[src/rtl/traffic_light_guard.sv]
// Safety guard between the light controller and the LEDs. Qualifies lamp patterns, passes legal ones through,
// latches the first fault and flashes yellow until cleared. Optional timeout check: define GUARD_TIMEOUT_EN.
module traffic_light_guard #(
  parameter int TICK_DIV    = 50_000_000,
  parameter int STABLE_CYC  = 4,
  parameter int MAX_PHASE_S = 8
) (
  input  logic       OG_clk,
  input  logic       reset,
  input  logic [2:0] LightA_in,
  input  logic [2:0] LightB_in,
  input  logic       clr,
  output logic [2:0] LightA_out,
  output logic [2:0] LightB_out,
  output logic       fault,
  output logic [2:0] fault_code
);

  localparam int TW   = (TICK_DIV > 1) ? $clog2(TICK_DIV) : 1;
  localparam int HALF = (TICK_DIV / 2 > 0) ? TICK_DIV / 2 : 1;
  localparam int FW   = $clog2(HALF + 1);
  localparam int SW   = $clog2(STABLE_CYC + 1);
  localparam logic [TW-1:0] TICK_LAST = TW'(TICK_DIV - 1);
  localparam logic [FW-1:0] HALF_LAST = FW'(HALF - 1);
  localparam logic [SW-1:0] STAB_LAST = SW'(STABLE_CYC - 1);
  localparam logic [2:0]    YEL       = 3'b010;

  typedef enum logic {ST_PASS, ST_FAULT} state_t;

  logic [6:0]    sync1_q, sync2_q;
  logic [5:0]    hold_q, q_q, qprev_q;
  logic [SW-1:0] stab_q;
  logic [TW-1:0] tick_cnt_q;
  logic          tick, clr_s, q_chg;
  logic [5:0]    lights_s;

  state_t        state_q, state_d;
  logic [2:0]    code_q, code_d, det_code;
  logic [FW-1:0] flash_cnt_q, flash_cnt_d;
  logic          flash_off_q, flash_off_d;
  logic [2:0]    out_a_q, out_a_d, out_b_q, out_b_d;
  logic          illegal, conflict, seq_err, timeout;

  assign clr_s    = sync2_q[6];
  assign lights_s = sync2_q[5:0];
  assign tick     = (tick_cnt_q == TICK_LAST);
  assign q_chg    = (q_q != qprev_q);

  // A sample only becomes Q once the synchronised value has been seen STABLE_CYC times in a row.
  always_ff @(posedge OG_clk or negedge reset) begin
    if (!reset) begin
      sync1_q    <= '0;
      sync2_q    <= '0;
      hold_q     <= '0;
      stab_q     <= '0;
      q_q        <= '0;
      qprev_q    <= '0;
      tick_cnt_q <= '0;
    end else begin
      sync1_q    <= {clr, LightA_in, LightB_in};
      sync2_q    <= sync1_q;
      qprev_q    <= q_q;
      tick_cnt_q <= tick ? '0 : tick_cnt_q + 1'b1;
      if (lights_s != hold_q) begin
        hold_q <= lights_s;
        stab_q <= SW'(1);
      end else if (stab_q < STAB_LAST) begin
        stab_q <= stab_q + 1'b1;
      end else begin
        q_q <= hold_q;
      end
    end
  end

  function automatic logic road_ok(input logic [2:0] r);
    return r inside {3'b000, 3'b001, 3'b010, 3'b100};
  endfunction

  function automatic logic bad_step(input logic [2:0] p, input logic [2:0] n);
    return (p == 3'b001 && n == 3'b100) || (p == 3'b010 && n == 3'b001) ||
           (p == 3'b100 && n == 3'b010);
  endfunction

  assign illegal  = !road_ok(q_q[5:3]) || !road_ok(q_q[2:0]) ||
                    ((q_q[5:3] == 3'b000) != (q_q[2:0] == 3'b000));
  assign conflict = (q_q[5:3] inside {3'b001, 3'b010}) && (q_q[2:0] inside {3'b001, 3'b010});
  assign seq_err  = q_chg && (bad_step(qprev_q[5:3], q_q[5:3]) || bad_step(qprev_q[2:0], q_q[2:0]));

`ifdef GUARD_TIMEOUT_EN
  localparam int PW = $clog2(MAX_PHASE_S + 2);
  localparam logic [PW-1:0] PHASE_LIM = PW'(MAX_PHASE_S + 1);
  logic [PW-1:0] phase_q;

  // Counts ticks of the current pattern; the count left over from a pattern that just ended is ignored.
  always_ff @(posedge OG_clk or negedge reset) begin
    if (!reset) begin
      phase_q <= '0;
    end else if (q_chg || q_q == 6'd0) begin
      phase_q <= '0;
    end else if (tick && phase_q != PHASE_LIM) begin
      phase_q <= phase_q + 1'b1;
    end
  end

  assign timeout = (phase_q == PHASE_LIM) && !q_chg && (q_q != 6'd0);
`else
  assign timeout = 1'b0;
`endif

  always_comb begin
    det_code = 3'd0;
    if (illegal)       det_code = 3'd1;
    else if (conflict) det_code = 3'd2;
    else if (seq_err)  det_code = 3'd3;
    else if (timeout)  det_code = 3'd4;
  end

  always_ff @(posedge OG_clk or negedge reset) begin
    if (!reset) begin
      state_q     <= ST_PASS;
      code_q      <= '0;
      flash_cnt_q <= '0;
      flash_off_q <= 1'b0;
      out_a_q     <= '0;
      out_b_q     <= '0;
    end else begin
      state_q     <= state_d;
      code_q      <= code_d;
      flash_cnt_q <= flash_cnt_d;
      flash_off_q <= flash_off_d;
      out_a_q     <= out_a_d;
      out_b_q     <= out_b_d;
    end
  end

  // Fault entry shows yellow on the same edge, so an unsafe pattern never reaches the LEDs.
  always_comb begin
    state_d     = state_q;
    code_d      = code_q;
    flash_cnt_d = flash_cnt_q;
    flash_off_d = flash_off_q;
    out_a_d     = out_a_q;
    out_b_d     = out_b_q;
    case (state_q)
      ST_PASS: begin
        if (det_code != 3'd0) begin
          state_d     = ST_FAULT;
          code_d      = det_code;
          flash_cnt_d = '0;
          flash_off_d = 1'b0;
          out_a_d     = YEL;
          out_b_d     = YEL;
        end else begin
          out_a_d = q_q[5:3];
          out_b_d = q_q[2:0];
        end
      end
      ST_FAULT: begin
        if (clr_s && q_q == 6'd0) begin
          state_d     = ST_PASS;
          code_d      = '0;
          flash_cnt_d = '0;
          flash_off_d = 1'b0;
          out_a_d     = '0;
          out_b_d     = '0;
        end else begin
          if (flash_cnt_q == HALF_LAST) begin
            flash_cnt_d = '0;
            flash_off_d = ~flash_off_q;
          end else begin
            flash_cnt_d = flash_cnt_q + 1'b1;
          end
          out_a_d = flash_off_d ? 3'b000 : YEL;
          out_b_d = flash_off_d ? 3'b000 : YEL;
        end
      end
      default: state_d = ST_PASS;
    endcase
  end

  assign LightA_out = out_a_q;
  assign LightB_out = out_b_q;
  assign fault      = (state_q == ST_FAULT);
  assign fault_code = code_q;

endmodule

[config.mk]
export PLATFORM = sky130hd
export DESIGN_NAME = traffic_light_guard
export DESIGN_NICKNAME = d
export VERILOG_FILES = /design/src/rtl/traffic_light_guard.sv
export SDC_FILE = /design/constraint.sdc
export NUM_CORES = 1
export LEC_CHECK = 0
export CAP_MARGIN = 30
export CORE_UTILIZATION = 60
export CTS_CLUSTER_DIAMETER = 120
export DETAILED_ROUTE_END_ITERATION = 7
export PLACE_DENSITY = 0.8
export SYNTH_ARGS = -nofsm -noshare
export SYNTH_HDL_FRONTEND = slang
export SYNTH_SLANG_ARGS = --single-unit
[constraint.sdc]
create_clock -name OG_clk -period 3.9 [get_ports OG_clk]
set_input_delay 0.975 -clock OG_clk [delete_from_list [all_inputs] [get_ports OG_clk]]
set_output_delay 0.975 -clock OG_clk [all_outputs]
set_load 0.01 [all_outputs]
Word-level counts from Yosys, hierarchy flattened

Index checks and enable logic that the tools add are counted.

Register bits after elaboration: 71
Output and inout port bits: 10
Bits of input ports: 9
Logic and storage cells: 93

Add/subtract/negate cells: 2
Reduce and logical (&&, ||, !) cells: 29
Bitwise logic cells: 4
Equality and inequality tests: 18
Mux-type cells: 27
Order comparisons: 1

Operators by type and width:

| kind                                                 | number |
|---|---|
| 2-to-1 mux 25 bit                                    | 3 |
| one-hot mux 25 bit (2 select lines)                  | 1 |
| adder 25 x 1 -> 25 bit (second input constant)       | 1 |
| equality test 25 bit (second input constant)         | 1 |
| 2-to-1 mux 3 bit                                     | 6 |
| one-hot mux 3 bit (2 select lines)                   | 3 |
| equality test 3 x 1 -> 1 bit (second input constant) | 4 |
| equality test 3 x 2 -> 1 bit (second input constant) | 4 |
| equality test 3 bit (second input constant)          | 4 |
| != test 6 bit                                        | 2 |
| 2-to-1 mux 2 bit                                     | 5 |
| logical AND 1 bit                                    | 9 |
| nonzero test 4 bit                                   | 2 |
| logical OR 1 bit                                     | 7 |
| 2-to-1 mux 1 bit                                     | 7 |
| logical NOT 3 bit                                    | 2 |
| logical NOT 6 bit                                    | 1 |
| nonzero test 2 bit                                   | 3 |
| NOT 1 bit                                            | 4 |
| one-hot mux 1 bit (2 select lines)                   | 2 |
| AND reduction 2 bit                                  | 2 |
| adder 3 x 1 -> 3 bit (second input constant)         | 1 |
| < comparator 3 x 2 -> 1 bit (second input constant)  | 1 |
| nonzero test 3 bit                                   | 1 |
| 4 further kinds                                      | 5 |

Depth between registers and ports, before layout

Gate-level depths: netlist of run 1.

Depth in word-level cells: 12
Depth in mapped cells: 8
Depth with buffers taken out: 6

Worst setup path before layout of run 1

Ideal clock, no wire load.

Path kind: register to register
From: reg flash_cnt_q[0]
To: reg flash_cnt_q[4]
Arrival: 2038 ps
Data required time: 3776 ps
Setup slack: 1738 ps
Library setup time: 124 ps
Stages on the path, launching flop included: 9
Period minus slack after synthesis: 2162 ps
Path buffers: 2
Cell sequence: dfrtp_1 ha_1 nand3_2 or4_4 o21a_1 buf_6 buf_6 and3_1 a211o_1

Word-level cells in the longest chain between the ends: 4
Elaborated cells between the ends (all ways): 5
Classes of those cells: 1 x add/sub; 1 x eq/ne; 3 x mux

RTL lines:

| item                                                                  | RTL line | source |
|---|---|---|
| start, declared                                                       | 39       | `logic [FW-1:0] flash_cnt_q, flash_cnt_d;` |
| start signal, assigned                                                | 129      | `flash_cnt_q <= flash_cnt_d;` |
| adder 25 x 1 -> 25 bit / equality test 25 bit (equally long branches) | 171, 167 |  |
| 2-to-1 mux 25 bit *                                                   | 167      | `if (flash_cnt_q == HALF_LAST) begin` |
| 2-to-1 mux 25 bit *                                                   | 159      | `if (clr_s && q_q == 6'd0) begin` |
| one-hot mux 25 bit (2 select lines) *                                 | 144      | `case (state_q)` |

Mark *: on every way between the ends. The rest lies on a longest branch, timed or not.
A chain may end at the register's enable or synchronous reset.

Worst setup path after layout of run 1

From: reg flash_cnt_q[0]
To: reg flash_cnt_q[15]

Same word-level chain as after synthesis.

==> reports/metrics.csv, run 1 <==
stage;metric;value;unit
outcome;outcome;finished clean;
floorplan;floorplan.initialDensity;62.9;%
floorplan;die_w;75.4;um
worst_setup_path;critPathLaunchType;flop;
worst_setup_path;worstSetupPathType;reg2reg;
synth;synth.avg_cell_area;10.8;um^2
clock_tree;cts_buffers;9;
cells_and_area;layout-drive-gt1-share;10.5;%
sta;relSlewSlack;39.3;%
pwr;ir_worst_vdd;0.000297;V
place;globalplace.congestion;0.751;
worst_setup_path;cp-end-kind;flop;
synth;yosysTopAreaCellShare;54.2;%
sta;finalSetupViolCount;0;
sta;fin_skew;0.00523;ns
sta;finalCritPeriodShare;67.5;%
global_routing;gr-total-overflow;0;
pwr;combPwrFrac;11.2;%
cells_and_area;diodes;0;
place;io_buffers;17;
synth;synth_area_leaders;dfrtp_1 54%, and3_1 3.3%, a211o_1 3.3%;
worst_setup_path;cp_max_fo;28;
worst_hold_path;hp-class;reg2reg;
clock_tree;cts_buffer_depth;2;
synth;synth.distinct_cells;48;
worst_setup_path;worstPathArrival;2.87;ns
worst_setup_path;required;4.14;ns
pwr;seqPwrFrac;53.6;%
floorplan;die_area;5690;um^2
place;post-dp-hpwl;4060;um
global_routing;grt_max_degree;36;
cells_and_area;final_nets;320;
clock_tree;cts_setup_buffers;0;
worst_hold_path;hold_path_depth;0;
pwr;p_switching;397;uW
sta;rsz0062_at_grt;no;
cells_and_area;fillerInstances;405;
global_routing;grt.total_usage;23.6;%
worst_hold_path;worstHoldStart;sync1_q[6]$_DFF_PN0_;
floorplan;rows;26;
pwr;power_density;408;nW/um^2
synth;syn_inst;298;
drt;routed_wl;6210;um
sta;max_freq;0.380;GHz
drt;drt_iter0_drc;181;
synth;synthFlopType;dfrtp_1;
clock_tree;clock_latency;0.35;ns
cells_and_area;area_delta_synth_final;11.1;%
global_routing;grt_pass1_wl;9760;um
synth;syn_nets;309;
sta;worstMarginPinSlew;0.911;ns
cells_and_area;fin_area;3590;um^2
sta;final.min_clock_period;2.63;ns
pwr;p_int;1.07;mW
worst_hold_path;hold_path_end;sync2_q[6]$_DFF_PN0_;
drt;ant_nets;0;
cells_and_area;utilization;69.9;%
sta;maxSlewViolCount;0;
synth;ys_ff_latch;70;
cells_and_area;layout_commonest_cell;dfrtp_1;
worst_setup_path;r2r_setup_slack;1.27;ns
drt;vias_per_cell;6.20;
synth;yosys_warnings;0;
floorplan;io_pins;19;
cells_and_area;final_cell_mix;70 x dfrtp_1, 21 x nor2_1, 20 x nor3_1, 17 x and3_1, 16 x clkdlybuf4s50_1;
flow_run;maxCapViolCount;0;
pwr;swShare;27.1;%
pwr;power.total;1.47;mW
global_routing;antenna_found_initial;0;
pwr;leakage;1.69;nW
synth;yosysSeqAreaShare;54.2;%
worst_setup_path;worstRegToRegCells;6;
drt;drt_pass1_iterations;4;
clock_tree;post_cts_resized;0;
clock_tree;clk_pin_slew;0.08;ns
clock_tree;cts_num_sinks;70;
floorplan;die_h;75.4;um
synth;yosys.area.top_type;dfrtp_1;
sta;hold_viol_final;0;
global_routing;grt_pass1_vias;2092;
drt;drc;0;
pwr;pwr-share-clk;35.3;%
drt;num_vias;2380;
synth;synth_edf_count;0;
synth;synthesis.area;3230;um^2
place;postPlaceCellArea;3420;um^2
worst_setup_path;r2r-start;flash_cnt_q[0]$_DFFE_PN0P_;
clock_tree;cts_root_buf;clkbuf_8;
worst_setup_path;timing.rr.end;flash_cnt_q[15]$_DFFE_PN0P_;
clock_tree;tritoncts;done;
floorplan;coreArea;5140;um^2
sta;fin_tns_setup;0;ns
clock_tree;htree_levels;3;
drt;wire_per_inst;16.2;um
clock_tree;cts_hold_buf;0;
synth;postSynth.asyncResetShare;100;%
[worst max-delay path by stage]
stage                               startpoint                     endpoint  slack [ns]  depth (start not counted)
floorplan           flash_cnt_q[0]$_DFFE_PN0P_   flash_cnt_q[4]$_DFFE_PN0P_        1.74                          8
global placement            q_q[1]$_DFFE_PN0P_   flash_cnt_q[0]$_DFFE_PN0P_        1.34                          5
detailed placement  flash_cnt_q[0]$_DFFE_PN0P_  flash_cnt_q[15]$_DFFE_PN0P_        1.31                          6
CTS                 flash_cnt_q[0]$_DFFE_PN0P_  flash_cnt_q[15]$_DFFE_PN0P_        1.29                          6
global route        flash_cnt_q[0]$_DFFE_PN0P_  flash_cnt_q[23]$_DFFE_PN0P_        1.13                          6
finish              flash_cnt_q[0]$_DFFE_PN0P_  flash_cnt_q[15]$_DFFE_PN0P_        1.27                          6
[power groups by stage]
stage                     clock network, mW  registers (mW)  logic (mW)
final                                 0.517           0.785       0.163
after global routing                  0.563           0.790       0.181
after CTS                             0.532           0.785       0.164
after detailed placement                  0           0.800       0.164
after global placement                    0           0.798       0.145
after floorplan                           0           0.799      0.0951
[cell type report]
| type | count | area, um^2 | area share [%] |
|---|---|---|---|
| timing repair buffer | 20 | 208 | 5.78 |
| multi-input combinational | 204 | 1360 | 37.7 |
| clock inverter | 6 | 47.5 | 1.32 |
| inverter | 4 | 15.0 | 0.418 |
| sequential | 70 | 1750 | 48.7 |
| clock buffer | 10 | 128 | 3.55 |
| tap | 70 | 87.6 | 2.44 |
[cell families after synthesis]
kind of cell | count (synthesis) | share of synthesized area (%)
AND/OR/NAND/NOR | 127 | 22.2
flip-flops | 70 | 54.2
AO/OA/AOI/OAI | 56 | 13.4
buffers and inverters | 24 | 3.87
XOR/XNOR | 10 | 2.71
multiplexers | 8 | 2.75
adder cells (fa/ha/maj) | 2 | 0.774
other | 1 | 0.116
[cell usage after synthesis (all sizes together) (9+ instances only)]
| library cell | instances |
|---|---|
| dfrtp | 70 |
| buf | 10 |
| nand2 | 13 |
| a221o | 10 |
| nor3 | 20 |
| and3 | 17 |
| clkbuf | 10 |
| and2 | 9 |
| nor2 | 21 |
| nand3 | 12 |
| o21ai | 11 |
| a211o | 12 |
[metal layers]
| metal | GRT usage, % | routed length (um) | up-vias |
|---|---|---|---|
| li1 | - | - | 1132 |
| met1 | 33.9 | 2960 | 1165 |
| met2 | 34.2 | 2850 | 71 |
| met3 | 6.22 | 313 | 12 |
| met4 | 9.67 | 93 | 0 |
| met5 | 0 | 0 | - |
[stage by stage]
| stage | std cells | hold WS [ns] | worst slack, ns |
|---|---|---|---|
| 6_report | 384 | 0.351 | 1.27 |
| 4_1_cts | 384 | 0.354 | 1.29 |
| 3_5_place_dp | 368 | 0.336 | 1.31 |
| 3_3_place_gp | 367 | 0.331 | 1.34 |
| 5_1_grt | 384 | 0.359 | 1.13 |
| 2_1_floorplan | 298 | 0.331 | 1.74 |
[sequential cells by signal, indices dropped and copies added (netlist names)]
| name | flops |
|---|---|
| flash_cnt_q | 25 |
| sync1_q | 7 |
| sync2_q | 7 |
| hold_q | 6 |
| q_q | 6 |
| qprev_q | 6 |
| LightA_out | 3 |
| LightB_out | 3 |
| stab_q | 3 |
| fault_code | 2 |
| fault | 1 |
| flash_off_q | 1 |
[worst max-delay path: stages, from the launching register on]
cell,delay [ns]
dfrtp_1,0.39
ha_1,0.22
nand3_2,0.15
or4_4,0.60
o21a_1,0.51
and3_1,0.35
a211o_1,0.27
Note: power is estimated with default switching activity, not from simulation.
==> run 2, diff against run 1 <==
--- a/config.mk
+++ b/config.mk
@@ -6,10 +6,10 @@
 export NUM_CORES = 1
 export LEC_CHECK = 0
 export CAP_MARGIN = 30
-export CORE_UTILIZATION = 60
+export CORE_UTILIZATION = 59
 export CTS_CLUSTER_DIAMETER = 120
 export DETAILED_ROUTE_END_ITERATION = 7
-export PLACE_DENSITY = 0.8
+export PLACE_DENSITY = 0.79
 export SYNTH_ARGS = -nofsm -noshare
 export SYNTH_HDL_FRONTEND = slang
 export SYNTH_SLANG_ARGS = --single-unit
==> constraint.sdc (replaced) <==
create_clock -name OG_clk -period 2.7 [get_ports OG_clk]
set_input_delay 0.675 -clock OG_clk [delete_from_list [all_inputs] [get_ports OG_clk]]
set_output_delay 0.675 -clock OG_clk [all_outputs]
set_load 0.01 [all_outputs]
==> reports/metrics.csv, run 2 (synthesis results as in run 1) <==
stage;metric;value;unit
outcome;outcome;finished clean;
cells_and_area;fin_area;3640;um^2
floorplan;die_w;76.0;um
clock_tree;clk_pin_slew;0.08;ns
pwr;ir_worst_vdd;0.000429;V
sta;max_freq;0.418;GHz
drt;ant_nets;0;
cells_and_area;diodes;0;
clock_tree;cts_hold_buf;0;
global_routing;grt_max_degree;29;
clock_tree;cts_buffer_depth;2;
clock_tree;tritoncts;done;
sta;worstMarginPinSlew;0.578;ns
worst_setup_path;timing.rr.end;flash_cnt_q[15]$_DFFE_PN0P_;
worst_setup_path;r2r_setup_slack;0.31;ns
sta;fin_skew;0.00609;ns
pwr;leakage;1.72;nW
worst_setup_path;r2r-start;flash_cnt_q[0]$_DFFE_PN0P_;
cells_and_area;final_nets;327;
drt;routed_wl;5960;um
sta;fin_tns_setup;0;ns
floorplan;die_area;5780;um^2
place;postPlaceCellArea;3460;um^2
place;io_buffers;17;
floorplan;die_h;76.0;um
cells_and_area;largest_reg_flops;25;
cells_and_area;layout-drive-gt1-share;12.8;%
cells_and_area;final_cell_mix;70 x dfrtp_1, 21 x nor2_1, 20 x nor3_1, 17 x and3_1, 16 x clkdlybuf4s50_1;
drt;drc;0;
sta;maxSlewViolCount;0;
global_routing;gr-total-overflow;0;
sta;relSlewSlack;61.3;%
sta;rsz0062_at_grt;no;
cells_and_area;layout_commonest_cell;dfrtp_1;
sta;hold_viol_final;0;
floorplan;floorplan.initialDensity;62.1;%
worst_hold_path;hp-class;in2async;
worst_setup_path;critPathLaunchType;flop;
drt;drt_pass1_iterations;4;
worst_setup_path;required;2.94;ns
sta;setup_ws;0.308;ns
place;dp.cells;375;
worst_setup_path;cp_max_fo;11;
global_routing;grt_pass1_vias;2166;
clock_tree;post_cts_resized;0;
clock_tree;clock_latency;0.35;ns
global_routing;grt_pass1_wl;10200;um
worst_setup_path;worstSetupPathType;reg2reg;
worst_setup_path;cp-end-kind;flop;
sta;finalSetupViolCount;0;
drt;num_vias;2336;
clock_tree;cts_buffers;9;
cells_and_area;reg_top3;flash_cnt_q x25, sync1_q x7, sync2_q x7;
drt;wire_per_inst;15.2;um
place;post-dp-hpwl;4010;um
place;globalplace.congestion;0.845;
clock_tree;cts_num_sinks;70;
cells_and_area;regMostFlops;flash_cnt_q;
clock_tree;cts_setup_buffers;0;
worst_setup_path;worstRegToRegCells;7;
floorplan;rows;26;
floorplan;coreArea;5200;um^2
flow_run;maxCapViolCount;0;
drt;vias_per_cell;5.97;
pwr;power_density;581;nW/um^2
global_routing;grt.total_usage;23.0;%
clock_tree;cts_root_buf;clkbuf_8;
global_routing;antenna_found_initial;0;
worst_setup_path;worstPathArrival;2.63;ns
cells_and_area;area_delta_synth_final;12.7;%
cells_and_area;fillerInstances;399;
cells_and_area;finalNonFillerCells;391;
place;place_ws;0.331;ns
sta;final.min_clock_period;2.39;ns
drt;drt_iter0_drc;197;
sta;finalCritPeriodShare;88.6;%
floorplan;io_pins;19;
clock_tree;htree_levels;3;
[run 2: changes by cell type in the layout (fill, tap and decap cells not counted)]
cell / previous run / this run
clkbuf_1: 1 / 0
buf_12: 0 / 1
buf_16: 1 / 0
inv_6: 1 / 2
buf_4: 2 / 9
[run 2: worst max-delay path by stage]
stage	endpoint	startpoint	slack, ns	cells after the start
final	flash_cnt_q[15]$_DFFE_PN0P_	flash_cnt_q[0]$_DFFE_PN0P_	0.31	7
after global routing	flash_cnt_q[21]$_DFFE_PN0P_	flash_cnt_q[0]$_DFFE_PN0P_	0.21	7
after CTS	flash_cnt_q[11]$_DFFE_PN0P_	flash_cnt_q[0]$_DFFE_PN0P_	0.32	7
after detailed placement	flash_cnt_q[11]$_DFFE_PN0P_	flash_cnt_q[0]$_DFFE_PN0P_	0.33	7
after global placement	flash_cnt_q[21]$_DFFE_PN0P_	flash_cnt_q[0]$_DFFE_PN0P_	0.39	7
after floorplan	flash_cnt_q[4]$_DFFE_PN0P_	flash_cnt_q[0]$_DFFE_PN0P_	0.54	8
[run 2: where the power goes]
group / internal, mW / switching, mW
sequential: 1.10 / 0.0370
clock: 0.342 / 0.407
combinational: 0.106 / 0.129
[run 2: per-layer routing]
metal | GRT usage [%] | wire length, um | part of all wire, %
met4 | 8.65 | 45 | 0.76
met1 | 31.4 | 2840 | 48
met5 | 0 | 0 | 0
met2 | 35.2 | 2780 | 47
met3 | 6.47 | 292 | 4.9
[run 2: stage by stage]
| stage | hold slack (ns) | power [mW] | util [%] |
|---|---|---|---|
| floorplan | 0.331 | 1.29 | - |
| global placement | 0.333 | 1.38 | 66.5 |
| detailed placement | 0.336 | 1.39 | 66.5 |
| CTS | 0.321 | 2.15 | 70.0 |
| global route | 0.339 | 2.21 | 70.0 |
| finish | 0.315 | 2.12 | 70.0 |
[run 2: critical path, stage by stage (launching register included)]
cell,delay [ns]
dfrtp_1,0.39
ha_1,0.21
nand3_2,0.15
or4_4,0.60
o21a_1,0.29
buf_4,0.22
and3_1,0.17
a211o_1,0.26
[run 2: final cells by class]
| class | count | area [um^2] | area share [%] |
|---|---|---|---|
| flip-flops and latches | 70 | 1750 | 48.1 |
| multi-input cells | 204 | 1360 | 37.2 |
| repair buffers | 27 | 253 | 6.94 |
| clock buffers | 9 | 124 | 3.40 |
| well taps | 70 | 87.6 | 2.40 |
| clock inverters | 7 | 56.3 | 1.55 |
| inverters | 4 | 15.0 | 0.412 |
